--- src/rtl/pc_pkg.sv ---
// Shared types and constants for the MIPS next-PC sequencer.
package pc_pkg;

  typedef enum logic [1:0] {RUN, PEND, TRAP} pc_state_t;
  typedef enum logic [1:0] {SEQ, BR, JMP, JR} redir_sel_t;

  localparam logic [1:0] ALIGN_MASK = 2'b11;

  function automatic logic is_misaligned(input logic [1:0] lsb);
    return |(lsb & ALIGN_MASK);
  endfunction

endpackage

--- src/rtl/next_pc_target.sv ---
// Combinational target generation: branch, jump and register-jump targets plus misalign flag.
module next_pc_target
  import pc_pkg::*;
#(
  parameter int ADDR_W  = 32,
  parameter int INDEX_W = 26
) (
  input  logic [ADDR_W-1:0]  i_pc_plus4,
  input  logic [INDEX_W-1:0] i_instr_index,
  input  logic [15:0]        i_branch_off,
  input  logic [ADDR_W-1:0]  i_jr_target,
  output logic [ADDR_W-1:0]  o_br_tgt,
  output logic [ADDR_W-1:0]  o_jmp_tgt,
  output logic [ADDR_W-1:0]  o_jr_tgt,
  output logic               o_misalign
);

  logic [ADDR_W-1:0] w_off_sext;

  assign w_off_sext = ADDR_W'($signed(i_branch_off));
  assign o_br_tgt   = i_pc_plus4 + (w_off_sext << 2);
  assign o_jmp_tgt  = {i_pc_plus4[ADDR_W-1:INDEX_W+2], i_instr_index, 2'b00};
  // Low bits always cleared; only matters while trapped, since a misaligned
  // jr outside TRAP never becomes a redirect.
  assign o_jr_tgt   = {i_jr_target[ADDR_W-1:2], ~ALIGN_MASK & i_jr_target[1:0]};
  assign o_misalign = is_misaligned(i_jr_target[1:0]);

endmodule

--- src/rtl/next_pc_unit.sv ---
// PC register and next-PC FSM (RUN / PEND / TRAP) with optional branch delay slot.
module next_pc_unit
  import pc_pkg::*;
#(
  parameter int ADDR_W                = 32,
  parameter int INDEX_W               = 26,
  parameter logic [ADDR_W-1:0] RESET_VEC = '0,
  parameter logic [ADDR_W-1:0] EXC_VEC   = ADDR_W'(32'h8000_0180),
  parameter bit DELAY_SLOT            = 1'b0
) (
  input  logic               clk,
  input  logic               rst_n,
  input  logic               stall,
  input  logic               jump,
  input  logic               jal,
  input  logic               jr,
  input  logic               branch_taken,
  input  logic [INDEX_W-1:0] instr_index,
  input  logic [15:0]        branch_off,
  input  logic [ADDR_W-1:0]  jr_target,
  input  logic               trap_ack,
  output logic [ADDR_W-1:0]  pc,
  output logic [ADDR_W-1:0]  pc_plus4,
  output logic [ADDR_W-1:0]  link_addr,
  output logic               misaligned_trap,
  output logic [ADDR_W-1:0]  bad_addr
);

  pc_state_t         r_state, w_state_nxt;
  redir_sel_t        w_sel;
  logic [ADDR_W-1:0] r_pc, w_pc_nxt;
  logic [ADDR_W-1:0] r_tgt, w_tgt_nxt;
  logic [ADDR_W-1:0] r_bad, w_bad_nxt;
  logic [ADDR_W-1:0] w_pc_plus4, w_sel_tgt;
  logic [ADDR_W-1:0] w_br_tgt, w_jmp_tgt, w_jr_tgt;
  logic              w_misalign, w_jr_trap;
  logic              w_unused;

  // jal only qualifies link_addr downstream; the return address itself is pc-derived.
  assign w_unused   = jal;
  assign w_pc_plus4 = r_pc + ADDR_W'(4);

  next_pc_target #(.ADDR_W(ADDR_W), .INDEX_W(INDEX_W)) u_tgt (
    .i_pc_plus4   (w_pc_plus4),
    .i_instr_index(instr_index),
    .i_branch_off (branch_off),
    .i_jr_target  (jr_target),
    .o_br_tgt     (w_br_tgt),
    .o_jmp_tgt    (w_jmp_tgt),
    .o_jr_tgt     (w_jr_tgt),
    .o_misalign   (w_misalign)
  );

  always_comb begin
    w_sel = SEQ;
    if (jr)                w_sel = JR;
    else if (jump)         w_sel = JMP;
    else if (branch_taken) w_sel = BR;
  end

  always_comb begin
    w_sel_tgt = w_pc_plus4;
    case (w_sel)
      JR:      w_sel_tgt = w_jr_tgt;
      JMP:     w_sel_tgt = w_jmp_tgt;
      BR:      w_sel_tgt = w_br_tgt;
      default: w_sel_tgt = w_pc_plus4;
    endcase
  end

  assign w_jr_trap = jr && w_misalign;

  always_ff @(posedge clk or negedge rst_n) begin
    if (!rst_n) begin
      r_state <= RUN;
      r_pc    <= RESET_VEC;
      r_tgt   <= '0;
      r_bad   <= '0;
    end else begin
      r_state <= w_state_nxt;
      r_pc    <= w_pc_nxt;
      r_tgt   <= w_tgt_nxt;
      r_bad   <= w_bad_nxt;
    end
  end

  always_comb begin
    w_state_nxt = r_state;
    w_pc_nxt    = r_pc;
    w_tgt_nxt   = r_tgt;
    w_bad_nxt   = r_bad;
    if (!stall) begin
      case (r_state)
        RUN: begin
          if (w_jr_trap) begin
            w_pc_nxt    = EXC_VEC;
            w_bad_nxt   = jr_target;
            w_tgt_nxt   = '0;
            w_state_nxt = TRAP;
          end else if (w_sel != SEQ) begin
            if (DELAY_SLOT) begin
              w_tgt_nxt   = w_sel_tgt;
              w_pc_nxt    = w_pc_plus4;
              w_state_nxt = PEND;
            end else begin
              w_pc_nxt = w_sel_tgt;
            end
          end else begin
            w_pc_nxt = w_pc_plus4;
          end
        end
        PEND: begin
          // Redirects in the slot are dropped; only a misaligned jr still traps.
          if (w_jr_trap) begin
            w_pc_nxt    = EXC_VEC;
            w_bad_nxt   = jr_target;
            w_tgt_nxt   = '0;
            w_state_nxt = TRAP;
          end else begin
            w_pc_nxt    = r_tgt;
            w_state_nxt = RUN;
          end
        end
        TRAP: begin
          w_pc_nxt = w_sel_tgt;
          if (trap_ack) w_state_nxt = RUN;
        end
        default: w_state_nxt = RUN;
      endcase
    end
  end

  always_comb begin
    pc              = r_pc;
    pc_plus4        = w_pc_plus4;
    link_addr       = r_pc + ADDR_W'(DELAY_SLOT ? 8 : 4);
    misaligned_trap = (r_state == TRAP);
    bad_addr        = r_bad;
  end

endmodule

--- config.mk ---
export PLATFORM = sky130hd
export DESIGN_NAME = next_pc_unit
export DESIGN_NICKNAME = d
export VERILOG_FILES = /design/src/rtl/pc_pkg.sv /design/src/rtl/next_pc_target.sv /design/src/rtl/next_pc_unit.sv
export SDC_FILE = /design/constraint.sdc
export NUM_CORES = 1
export LEC_CHECK = 0
export ABC_AREA = 1
export ABC_CLOCK_PERIOD_IN_PS = 7800
export CAP_MARGIN = 20
export CORE_MARGIN = 2
export CORE_UTILIZATION = 30
export DETAILED_ROUTE_END_ITERATION = 12
export GPL_ROUTABILITY_DRIVEN = 0
export PLACE_DENSITY = 0.65
export SYNTH_ARGS = -nofsm -noshare
export SYNTH_HDL_FRONTEND = slang
export SYNTH_SLANG_ARGS = --single-unit
--- constraint.sdc ---
create_clock -name clk -period 7.8 [get_ports clk]
set_input_delay 1.95 -clock clk [delete_from_list [all_inputs] [get_ports clk]]
set_output_delay 1.95 -clock clk [all_outputs]
set_load 0.005 [all_outputs]
==> reports/metrics.yaml <==
status:
  outcome: "finished, final reports clean"
worst_setup_path:
  cp_slowest_stage_delay_ns: 0.83
  worstSetupEndpointType: "flip-flop"
  crit_family: "simple AND/OR/NAND/NOR gates"
  crit_required_ns: 8.05
  cp-start-kind: "primary input"
  worst-path-buf-inv: 2
  cpMostUsedCell: "o211ai_1"
  cp.arrival_ns: 5.56
  crit_fanout: 20
  cp_cell_sequence: "clkdlybuf4s50_1 -> nor2_1 -> nand2_1 -> inv_1 -> nand3_1 -> o211ai_1 -> o211ai_1 -> o21ai_0"
  crit_slowest_cell: "nor2_1"
  path_class: "primary input to flip-flop"
synth:
  synth-simple-area-share: 0.3603
  synth-edff-count: 0
  synth_area_leaders: "dfrtp_1 25%, nand2_1 19%, inv_1 8.6%"
  yosys.cell_count.top_type: "nand2_1"
  synthesis.nets: 1157
  synth_xor_xnor_area_share: 0.02099
  syn-instance-count: 1038
  yosysSeqAreaShare: 0.2481
  synth_mux_area_frac: 0.03092
  yosysTopAreaCellShare: 0.2481
  yosys.area.top_type: "dfrtp_1"
  syn_avg_cell_area_um2: 6.316
  synth_cell_types: 50
  synth_compound_area_frac: 0.1200
  synthAdderAreaFrac: 0.07176
  syn_area_um2: 6556
  synth_flop_cell: "dfrtp_1"
  ys_seq_elements: 65
  synth_top_family_by_area: "simple AND/OR/NAND/NOR gates"
  synth_commonest_cells: "335 x nand2_1, 150 x inv_1, 78 x nor2_1"
  async_flop_share: 1.000
  yosys_warnings: 0
place:
  portBuffers: 209
  dp.cells: 1477
  dp_slack_ns: 2.230
  dpl.hpwl_um: 20010
  dpl-instance-area_um2: 8662
pwr:
  power_leakage_nw: 4.425
  totalPowerFinal_w: 0.001760
  ir_drop_mv: 0.1335
  power_density_nw_per_um2: 195.9
grt:
  grt_usage: 0.2088
  grt_pass1_wl_um: 38250
  grt_pass1_vias: 7030
  overflow: 0
  grt_max_degree: 66
  antenna_found_initial: 0
clocking:
  clock_latency_ns: 0.34
  path_clk_slew_ns: 0.06
  numCtsBuffers: 9
  cts_setup_buffers: 0
  clockBufferDepth: 2
  hold_buffers: 0
  root_buffer: "clkbuf_16"
  postCtsResizedCells: 0
  cts_tree: "done"
  cts_htree_levels: 3
  numClockSinks: 65
timing:
  slew_viol_final: 0
  maxSlewHeadroom: 0.3513
  layout_min_cycle_time_ns: 5.313
  rsz0062_at_grt: "no"
  fin_ws_ns: 2.487
  finalHoldViolCount: 0
  finClkSkew_ns: 0.005665
  min_period_over_period: 0.6812
  max_freq_mhz: 188.2
  tns_ns: 0
  setup_violations: 0
  tightestPinTransition_ns: 0.9700
final_layout:
  area_growth_pct: 37.06
  instances_no_fill: 1493
  finalNetCount: 1327
  fin_area_um2: 8986
  multi_input_area_um2: 3960
  fillers: 2297
  drive_gt1_frac: 0.06265
  antenna_cells: 0
  seqCellArea_um2: 1627
detailed_routing:
  viasPerCell: 4.885
  drc: 0
  ant_nets: 0
  vias: 7294
  wl_per_cell_um: 16.53
  first_pass_iters: 5
  wirelength_um: 24680
  dr.first_iter.drc_count: 601
floorplanning:
  core_area_um2: 21620
  ios: 211
  start_util: 0.3032
  die_x_um: 151.8
  fp.dieH_um: 151.8
  die-area_um2: 23050
  num_rows: 54
min_path:
  hp-class: "flip-flop to flip-flop"
run:
  cap_violations: 0
report_power, final:
| part | internal, W | total, W | switching, W |
|---|---|---|---|
| registers | 0.000409 | 0.000482 | 0.0000726 |
| logic | 0.000408 | 0.000828 | 0.000419 |
| clock network | 0.000298 | 0.000451 | 0.000153 |
| total | 0.00112 | 0.00176 | 0.000645 |
sequential cells by signal (all words and copies together), names as in the netlist:
register / cells
pc: 32
bad_addr: 32
r_state: 1
metal layers:
metal	track usage	wire [µm]	vias to the layer above
met5	0	0	-
met4	0.04762	609	0
met3	0.04535	2062	44
met2	0.3544	11360	333
met1	0.2722	10640	3286
li1	-	-	3631
metrics by stage:
stage,hold WS (ns),utilization
3_3_place_gp,0.4672,0.4006
3_5_place_dp,0.4731,0.4006
2_1_floorplan,0.4763,-
4_1_cts,0.4864,0.4156
5_1_grt,0.5045,0.4156
6_report,0.4805,0.4156
worst reg2reg max path: cells and delay by family, from the launching register on:
family                     cells  cell delay, ns
buffers and inverters          3            0.31
adders and majority gates      2            0.59
DFF                            1            0.46
and+or+nand+nor               11            1.66
xor gates and xnor gates       1            0.28
AOI/OAI and AO/OA              2            0.23
cell type report:
cell class | instances | area share
multi-input cells | 760 | 0.4407
repair buffers | 216 | 0.2381
flip-flops and latches | 65 | 0.1810
inverters | 156 | 0.06516
well taps | 280 | 0.03899
clock buffers | 14 | 0.02938
clock inverters | 2 | 0.006683
logic make-up after synthesis:
kind of cell	count (synthesis)
AND/OR/NAND/NOR	551
AO/OA/AOI/OAI	140
flip-flops	65
adder cells (fa/ha/maj)	37
XOR/XNOR	14
buffers and inverters	213
multiplexers	18
path summary, 6_finish.rpt:
| path | startpoint | to | slack, ns | cells after the start |
|---|---|---|---|---|
| min reg2reg | bad_addr[8]$_DFFE_PN0P_ | bad_addr[8]$_DFFE_PN0P_ | 0.48 | 2 |
| min in group asynchronous | rst_n | bad_addr[7]$_DFFE_PN0P_ | 1.83 | 2 |
| max reg2reg | pc[2]$_DFFE_PN0N_ | pc[15]$_DFFE_PN0N_ | 4.16 | 19 |
| max in group asynchronous | rst_n | bad_addr[1]$_DFFE_PN0P_ | 5.40 | 2 |
| min | bad_addr[8]$_DFFE_PN0P_ | bad_addr[8]$_DFFE_PN0P_ | 0.48 | 2 |
| max | jr | pc[9]$_DFFE_PN0N_ | 2.49 | 8 |
cell usage in the layout (no fill, tap or decap), types with 17 or more instances in the layout:
cell type,netlist,routed
a21oi_1,54,54
clkdlybuf4s50_1,0,208
dfrtp_1,65,65
ha_1,36,36
inv_1,150,150
mux2_2,17,17
nand2_1,335,335
nand3_1,69,69
nor2_1,78,78
o21ai_0,51,51
(Power assumes the default switching activity.)
